File: config.mk
export PLATFORM = sky130hd
export DESIGN_NAME = bin2bcd_stream_flat
export DESIGN_NICKNAME = d
export VERILOG_FILES = /design/src/rtl/bin2bcd_stream_pkg.sv /design/src/rtl/bin2bcd_stream_if.sv /design/src/rtl/bin2bcd_stream_digit_adj.sv /design/src/rtl/bin2bcd_stream.sv /design/src/flat_wrapper.sv
export SDC_FILE = /design/constraint.sdc
export NUM_CORES = 1
export LEC_CHECK = 0
export CORE_MARGIN = 2
export CORE_UTILIZATION = 30
export DETAILED_ROUTE_END_ITERATION = 10
export PLACE_DENSITY = 0.58
export SLEW_MARGIN = 40
export SYNTH_ARGS = -nofsm -noshare
export SYNTH_HDL_FRONTEND = slang
export SYNTH_HIERARCHICAL = 1
export SYNTH_SLANG_ARGS = --single-unit
File: constraint.sdc
create_clock -name sys_clk -period 1.8 [get_ports sys_clk]
set_input_delay 0.36 -clock sys_clk [delete_from_list [all_inputs] [get_ports sys_clk]]
set_output_delay 0.36 -clock sys_clk [all_outputs]
set_load 0.03 [all_outputs]
File: src/rtl/bin2bcd_stream_pkg.sv
// bcd_pkg: shared FSM state type and elaboration-time helpers for the BCD converter
package bcd_pkg;
  typedef enum logic [1:0] {IDLE, SHIFT, DONE} state_t;
  function automatic logic [63:0] pow10(input int n);
    logic [63:0] p;
    p = 64'd1;
    for (int i = 0; i < n; i++) p = p * 64'd10;
    return p;
  endfunction
  function automatic int cnt_w(input int w);
    return $clog2(w + 1);
  endfunction
endpackage

File: src/rtl/bin2bcd_stream_if.sv
// bin2bcd_stream_if: input/output handshake bundle of the streaming BCD converter
interface bin2bcd_stream_if #(parameter int DATA_W = 10, parameter int BCD_DIGITS = 4);
  logic                    in_valid;
  logic                    in_ready;
  logic [DATA_W-1:0]       in_data;
  logic                    out_valid;
  logic                    out_ready;
  logic [4*BCD_DIGITS-1:0] bcd_data;
  logic                    overflow;
  logic [BCD_DIGITS-1:0]   lead_mask;
  modport master(output in_valid, in_data, out_ready, input in_ready, out_valid, bcd_data, overflow, lead_mask);
  modport slave(input in_valid, in_data, out_ready, output in_ready, out_valid, bcd_data, overflow, lead_mask);
endinterface

File: src/rtl/bin2bcd_stream_digit_adj.sv
// bcd_digit_adj: double-dabble nibble correction, add 3 when the digit is 5 or more
module bcd_digit_adj (
  input  logic [3:0] d,
  output logic [3:0] q
);
  assign q = (d >= 4'd5) ? d + 4'd3 : d;
endmodule

File: src/rtl/bin2bcd_stream.sv
// bin2bcd_stream: serial double-dabble binary to packed BCD with valid/ready handshakes
module bin2bcd_stream
  import bcd_pkg::*;
#(
  parameter int DATA_W     = 10,
  parameter int BCD_DIGITS = 4
) (
  input  logic sys_clk,
  input  logic sys_rst,
  bin2bcd_stream_if.slave bus
);
  localparam int BW   = 4 * BCD_DIGITS;
  localparam int SR_W = DATA_W + BW;
  localparam int CW   = cnt_w(DATA_W);
  localparam logic [63:0] LIMIT = pow10(BCD_DIGITS);
  state_t state, state_n;
  logic [SR_W-1:0] sr, sr_adj, sr_nx;
  logic [CW-1:0] cnt;
  logic ovf_lat, ovf_q, z;
  logic [BW-1:0] bcd_q, bcd_nx;
  logic [BCD_DIGITS-1:0] lm_q, lm_nx;
  logic accept, last;
  assign accept = (state == IDLE) && bus.in_valid;
  assign last = (state == SHIFT) && (cnt == CW'(1));
  for (genvar g = 0; g < BCD_DIGITS; g++) begin : g_adj
    bcd_digit_adj u_adj (.d(sr[DATA_W+4*g +: 4]), .q(sr_adj[DATA_W+4*g +: 4]));
  end
  assign sr_adj[DATA_W-1:0] = sr[DATA_W-1:0];
  assign sr_nx = {sr_adj[SR_W-2:0], 1'b0};
  assign bcd_nx = ovf_lat ? {BCD_DIGITS{4'h9}} : sr_nx[SR_W-1 -: BW];
  // mark digits that sit above the most significant nonzero digit
  always_comb begin
    lm_nx = '0;
    z = 1'b1;
    for (int i = BCD_DIGITS - 1; i > 0; i--) begin
      z = z && (bcd_nx[4*i +: 4] == 4'h0);
      lm_nx[i] = z;
    end
  end
  // next-state decode
  always_comb begin
    state_n = accept ? SHIFT : last ? DONE : (state == DONE && bus.out_ready) ? IDLE : state;
  end
  // state register
  always_ff @(posedge sys_clk or posedge sys_rst) begin
    if (sys_rst) state <= IDLE;
    else state <= state_n;
  end
  // load on accept, one adjust-and-shift per SHIFT cycle, capture result on the last shift
  always_ff @(posedge sys_clk or posedge sys_rst) begin
    if (sys_rst) begin
      sr <= '0;
      cnt <= '0;
      ovf_lat <= 1'b0;
      ovf_q <= 1'b0;
      bcd_q <= '0;
      lm_q <= '0;
    end else if (accept) begin
      sr <= SR_W'(bus.in_data);
      cnt <= CW'(DATA_W);
      ovf_lat <= 64'(bus.in_data) >= LIMIT;
    end else if (state == SHIFT) begin
      sr <= sr_nx;
      cnt <= cnt - CW'(1);
      if (last) begin
        bcd_q <= bcd_nx;
        ovf_q <= ovf_lat;
        lm_q <= lm_nx;
      end
    end
  end
  assign bus.in_ready = state == IDLE;
  assign bus.out_valid = state == DONE;
  assign bus.bcd_data = bcd_q;
  assign bus.overflow = ovf_q;
  assign bus.lead_mask = lm_q;
endmodule

File: src/flat_wrapper.sv
// flat-port wrapper written by rule: the top's interface ports become plain ports
module bin2bcd_stream_flat import bcd_pkg::*;
#(
  parameter int DATA_W     = 10,
  parameter int BCD_DIGITS = 4
)
  (sys_clk, sys_rst, bus_in_valid, bus_in_data, bus_out_ready, bus_in_ready, bus_out_valid, bus_bcd_data, bus_overflow, bus_lead_mask);
  bin2bcd_stream_if #(.DATA_W(DATA_W), .BCD_DIGITS(BCD_DIGITS)) bus_i ();
  input  logic sys_clk;
  input  logic sys_rst;
  input wire logic [$bits(bus_i.in_valid)-1:0] bus_in_valid;
  input wire logic [$bits(bus_i.in_data)-1:0] bus_in_data;
  input wire logic [$bits(bus_i.out_ready)-1:0] bus_out_ready;
  output wire logic [$bits(bus_i.in_ready)-1:0] bus_in_ready;
  output wire logic [$bits(bus_i.out_valid)-1:0] bus_out_valid;
  output wire logic [$bits(bus_i.bcd_data)-1:0] bus_bcd_data;
  output wire logic [$bits(bus_i.overflow)-1:0] bus_overflow;
  output wire logic [$bits(bus_i.lead_mask)-1:0] bus_lead_mask;
  assign bus_i.in_valid = bus_in_valid;
  assign bus_i.in_data = bus_in_data;
  assign bus_i.out_ready = bus_out_ready;
  assign bus_in_ready = bus_i.in_ready;
  assign bus_out_valid = bus_i.out_valid;
  assign bus_bcd_data = bus_i.bcd_data;
  assign bus_overflow = bus_i.overflow;
  assign bus_lead_mask = bus_i.lead_mask;
  bin2bcd_stream #(.DATA_W(DATA_W), .BCD_DIGITS(BCD_DIGITS)) u_core (.sys_clk(sys_clk), .sys_rst(sys_rst), .bus(bus_i));
endmodule
==> results of run 1 <==
==> state kept, by name, indices dropped and copies added, names as in the netlist <==
signal                cells
u_core/sr                26
u_core/bus.bcd_data      16
u_core/cnt                4
u_core/bus.lead_mask      3
u_core/state              2
==> how the worst max path moves through the flow <==
| stage | to | slack [ns] | cells after the start |
|---|---|---|---|
| after global placement | u_core/bus.lead_mask[1]$_DFFE_PP0P_ | -0.08 | 8 |
| after CTS | u_core/bus.lead_mask[1]$_DFFE_PP0P_ | 0.003 | 8 |
| final | u_core/bus.lead_mask[1]$_DFFE_PP0P_ | -0.007 | 7 |
| after detailed placement | u_core/bus.lead_mask[1]$_DFFE_PP0P_ | -0.11 | 8 |
| after global routing | u_core/bus.lead_mask[1]$_DFFE_PP0P_ | -0.07 | 8 |
| after floorplan | u_core/bus.lead_mask[1]$_DFFE_PP0P_ | 0.006 | 7 |
==> what timing repair did <==
| item | 4_1_cts | 5_1_grt |
|---|---|---|
| endpoints found under the setup margin | 3 | 1 |
| pin swaps | 4 | 0 |
| resized for setup | 16 | 5 |
| setup buffers | 3 | 2 |
==> power groups by stage <==
stage               combinational (W)  sequential, W  clock, W
finish                        0.00388        0.00204  0.000622
global route                  0.00429        0.00212  0.000709
CTS                           0.00379        0.00204  0.000664
detailed placement            0.00359        0.00204         0
global placement              0.00352        0.00203         0
floorplan                     0.00200        0.00231         0
==> per-stage QoR <==
step | instances | setup slack [ns] | setup TNS [ns] | power (W) | util
after detailed placement | 417 | -0.115 | -0.115 | 0.00562 | 0.380
after CTS | 425 | 0.00285 | 0 | 0.00649 | 0.398
after global placement | 417 | -0.0761 | -0.0761 | 0.00554 | 0.380
final | 427 | -0.00734 | -0.00734 | 0.00654 | 0.402
after floorplan | 259 | 0.00561 | 0 | 0.00431 | -
after global routing | 427 | -0.0736 | -0.0950 | 0.00712 | 0.402
==> placed cells by master (no fill, tap or decap), types with 2 or more instances in the layout <==
master	instances
nand2_1	69
dfrtp_1	51
clkdlybuf4s50_1	32
buf_4	31
mux2_4	17
inv_1	9
a22oi_1	9
nand3_2	8
nor2_1	8
nand3_1	8
o21ai_0	7
clkbuf_8	5
nand2b_1	5
ha_1	5
mux2i_1	4
inv_2	4
xnor2_1	4
o21ai_1	3
nand2b_4	3
a21oi_4	3
ha_4	3
dlygate4sd2_1	2
nor4_2	2
and3_1	2
conb_1	2
ha_2	2
buf_12	2
==> worst max-delay path: cells and delay by family (launching register included) <==
kind	cells	cell delay (ns)
compound gates	1	0.17
simple gates	3	0.40
mux	2	0.52
flops	1	0.42
fa+ha+maj	1	0.19
==> routing by layer <==
metal	wire length, microns	part of all wire	track usage	vias up
met5	0	0	0	-
met4	65	0.012	0.0443	0
met3	146	0.027	0.0191	5
met2	2680	0.50	0.204	28
met1	2430	0.46	0.150	929
li1	-	-	-	965
==> area by class of cell <==
| type | count | area [sq um] | share of cell area |
|---|---|---|---|
| flip-flops and latches | 51 | 1280 | 0.365 |
| multi-input cells | 182 | 1350 | 0.386 |
| clock buffers | 6 | 72.6 | 0.0208 |
| inverters | 13 | 48.8 | 0.0140 |
| repair buffers | 67 | 611 | 0.175 |
| well taps | 108 | 135 | 0.0387 |
==> run metrics, run 1 <==
outcome=finished, violations left; failing checks=negative setup slack; Routability Congestion=0.824; CP peak stage delay=~0.42 ns; nets=around 340; Die X-Extent=98.5 microns; Mapped Cells=258; Final Hold Viols=0; post-route minimum period=1.81 ns; share of cells above drive strength 1=0.276; FF-to-FF End=u_core/bus.lead_mask[1]$_DFFE_PP0P_; sequential power share=0.311; CTS buffer count=5; Clock Skews=0.00832 ns; R2R depth=7; HPWL after detailed placement=3.60 mm; CTS tree=done; Skew-Pair Late Insertion Delay=around 0.30 ns; Cell Area, Placed=approximately 3300 sq um; NetSw=0.00271 W; synth warn=6; Clock Tree Root=clkbuf_8; final slew viol count=0; worst setup slack after layout=-0.00734 ns; H-tree depth=2; drc violations=0; Vias/cell=~4.5; final instance area=approximately 3500 sq um; initial antenna violation count=0; Hold Worst Slack=roughly 0.4 ns; DIE AREA=around 9700 sq um; Worst Setup SP=u_core/sr[14]$_DFFE_PP0P_; Internal=~0.0038 W; FMAX=roughly 550 MHz; CTS Sinks=51; Total Routing Usage GR=0.118; CP Data Required Time=approximately 2 ns; CP max FO=4; unrepaired setup endpoints after global routing=yes; I/O pin total=37; CORE AREA=~8700 sq um; GRT overflow=0; Final ANT Viol Nets=0; Worst setup SP type=flop; row cnt=34; Hold Crit Class=in2async; Cell Chain, Critical Path=ha_2 -> nand2b_4 -> a21oi_4 -> mux2i_1 -> nor4_1 -> and3_1 -> mux2_4; fin crit share=1.00; worst reg2reg startpoint=u_core/sr[14]$_DFFE_PP0P_; slowest cell on the critical path=dfrtp_1; first-pass GRT wire length=between 9 and 10 mm; Post-Syn Area per Cell=around 10 sq um; fillers=863; Power Density=about 1900 nW/um^2; Gate power share=0.594; max-cap violations=0; starting density of the core=0.309; Starting DRT DRC Count=75; Pre-antenna DRT Iters=4; Hold Buf Count CTS=0; leak pwr=1.72 nW; vias=around 1900; CP arrival=2.00 ns; vias in the first global route=between 2000 and 2500; Syn Std Cell Area=between 2000 and 3000 sq um; worst vdd ir=0.000454 V; Die Ht=98.5 microns; DR WL/cell=about 12 microns; R2R setup slack=-0.007 ns; Sw Share=0.415; Clk network pwr share=0.095; critical path type=reg2reg; area growth from synthesis to layout=30.3%; clk slew on worst S/H paths=~0.09 ns; Worst Setup End Kind=flop; CTS max path bufs=2; Post-Route WL=roughly 5.3 mm; largest net degree at the start of global routing=52; ant diodes=0; number of I/O port buffers=34; Final setup viols=1
Note: power is estimated with default switching activity, not from simulation.
==> inputs of run 2 (changes only) <==
--- a/config.mk
+++ b/config.mk
@@ -9,4 +9,5 @@
 export CORE_UTILIZATION = 30
 export DETAILED_ROUTE_END_ITERATION = 10
+export GPL_TIMING_DRIVEN = 1
 export PLACE_DENSITY = 0.58
 export SLEW_MARGIN = 40
==> constraint.sdc (replaced) <==
create_clock -name sys_clk -period 1.8 [get_ports sys_clk]
set_input_delay 0.36 -clock sys_clk [delete_from_list [all_inputs] [get_ports sys_clk]]
set_output_delay 0.36 -clock sys_clk [all_outputs]
set_load 0.02 [all_outputs]
==> run 2 against run 1 <==
  * The run still ends with negative setup slack left
  * Total power fell by 0.18%
  * Routed wire length rose by 2.1%
  * Global-route usage is 0.53 points lower
  * Non-clock buffer count is the same
  * Highest routed layer unchanged
==> run metrics, run 2 (same netlist as run 1, synthesis figures left out) <==
outcome=finished, violations left; failing checks=negative setup slack; unrepaired setup endpoints after global routing=yes; met3 Usage GRT=0.0227 (+0.00355); CTS buffer count=5 (unchanged); Hold Crit Class=in2async; first-pass GRT wire length=8.96 mm (-4.2%); Finished Core Util=0.405 (+0.00260); DR WL/cell=12.6 microns (+1.6%); nets=344 (unchanged); Vias/cell=4.51 (-0.16%); critical path type=reg2reg; max-cap violations=0 (unchanged); worst path bufs/invs=0 (unchanged); H-tree depth=2 (unchanged); max reg flops=26 (unchanged); Final Hold Viols=0 (unchanged); post-route minimum period=1.82 ns (+0.00771 ns); Starting DRT DRC Count=51 (-32%); final instance area=3510 sq um (+0.64%); Die X-Extent=98.5 microns (unchanged); Die Ht=98.5 microns (unchanged); Hold Worst Slack=0.401 ns (-0.00540 ns); Worst Setup End Kind=flop; Placed Cells=416 (-0.24%); row cnt=34 (unchanged); slowest cell on the critical path=dfrtp_1; Cell Chain, Critical Path=ha_1 -> nand2b_4 -> a21oi_4 -> mux2i_1 -> nor4_1 -> and3_1 -> mux2_4; number of I/O port buffers=34 (unchanged); Clock Skews=0.00794 ns (-0.000380 ns); CP peak stage delay=0.42 ns (about the same); Skew-Pair Late Insertion Delay=0.30 ns (about the same); M1 GR Usage=0.138 (-0.0126); worst vdd ir=0.000507 V (+12%); largest net degree at the start of global routing=52 (unchanged); GRT overflow=0 (unchanged); commonest non-fill, non-tap cell in the layout=nand2_1; Pre-antenna DRT Iters=4 (unchanged); fin crit share=1.01 (+0.00428); CORE AREA=8680 sq um (unchanged); Worst setup SP type=flop; vias in the first global route=1948 (-3.2%); Post-Route WL=5.43 mm (+2.1%); CP max FO=4 (unchanged); met2 Use GR=0.204 (unchanged); clk slew on worst S/H paths=0.09 ns (about the same); share of cells above drive strength 1=0.280 (+0.00451); CTS Sinks=51 (unchanged); worst setup slack after layout=-0.0150 ns (-0.00771 ns); Cell Area, Placed=3290 sq um (-0.23%); FMAX=551 MHz (-0.42%); most frequent cells in the layout=nand2_1 (69), dfrtp_1 (50), clkdlybuf4s50_1 (32); vias=1933 (+0.31%); ant diodes=0 (unchanged); leak pwr=1.72 nW (+0.14%); Biggest register=u_core/sr; setup tns final=-0.0150 ns (-0.00771 ns); HPWL after detailed placement=3.59 mm (-0.31%); DIE AREA=9710 sq um (unchanged); Final setup viols=1 (unchanged); initial antenna violation count=0 (unchanged); drc violations=0 (unchanged); CTS max path bufs=2 (unchanged); GRT busiest layer=met2; Power Density=1860 nW/um^2 (-0.82%); CP Data Required Time=1.99 ns (about the same); area growth from synthesis to layout=31.1%; delay-heaviest family, CP=multiplexers; fin cells=429 (+0.47%); Clock Tree Root=clkbuf_8; Hold Buf Count CTS=0 (unchanged); Total Routing Usage GR=0.113 (-0.00526); starting density of the core=0.309 (unchanged); final slew viol count=0 (unchanged); Routability Congestion=0.821 (-0.38%); CP arrival=2.01 ns (about the same); CTS tree=done; I/O pin total=37 (unchanged); Final ANT Viol Nets=0 (unchanged)
==> run 2: cell type report <==
class | count | area (sq um)
flip-flops and latches | 51 | 1280
multi-input cells | 182 | 1360
clock inverters | 2 | 12.5
fillers | 864 | 5160
repair buffers | 67 | 611
inverters | 13 | 48.8
well taps | 108 | 135
clock buffers | 6 | 72.6
==> run 2: final timing paths <==
| kind | from | end | slack [ns] | depth (start not counted) |
|---|---|---|---|---|
| worst min-delay path | sys_rst | u_core/bus.bcd_data[2]$_DFFE_PP0P_ | 0.40 | 3 |
| worst max-delay path | u_core/sr[14]$_DFFE_PP0P_ | u_core/bus.lead_mask[1]$_DFFE_PP0P_ | -0.02 | 7 |
| min in group sys_clk | u_core/sr[7]$_DFFE_PP0P_ | u_core/sr[7]$_DFFE_PP0P_ | 0.49 | 2 |
| worst min register to register | u_core/sr[7]$_DFFE_PP0P_ | u_core/sr[7]$_DFFE_PP0P_ | 0.49 | 2 |
| worst max register to register | u_core/sr[14]$_DFFE_PP0P_ | u_core/bus.lead_mask[1]$_DFFE_PP0P_ | -0.02 | 7 |
| max in group asynchronous | sys_rst | u_core/sr[7]$_DFFE_PP0P_ | 1.14 | 3 |
==> run 2: tightest hold or removal path: cells and delay by family <==
| kind | cells | cell delay, ns |
|---|---|---|
| buffers and inverters | 3 | 0.73 |
==> run 2: where the power goes <==
part	internal [W]	switching [W]	total, W
clock network	0.000273	0.000383	0.000656
logic	0.00197	0.00187	0.00383
registers	0.00164	0.000400	0.00204
==> run 2: per-layer routing <==
| metal | up-vias | wire length (microns) |
|---|---|---|
| met5 | - | 0 |
| met4 | 0 | 33 |
| met3 | 2 | 176 |
| met2 | 27 | 2790 |
| met1 | 931 | 2430 |
| li1 | 973 | - |
==> run 2: metrics by stage <==
| step | power [W] | setup WS (ns) |
|---|---|---|
| after global routing | 0.00705 | -0.102 |
| final | 0.00653 | -0.0150 |
| after CTS | 0.00637 | -0.00817 |
| after floorplan | 0.00417 | 0.00561 |
| after global placement | 0.00539 | -0.0750 |
| after detailed placement | 0.00547 | -0.107 |
==> run 2: repair_timing <==
action / CTS / global route
endpoints found under the setup margin: 3 / 2
pin swaps: 4 / 1
resized for setup: 13 / 9
buffers inserted: 4 / 2
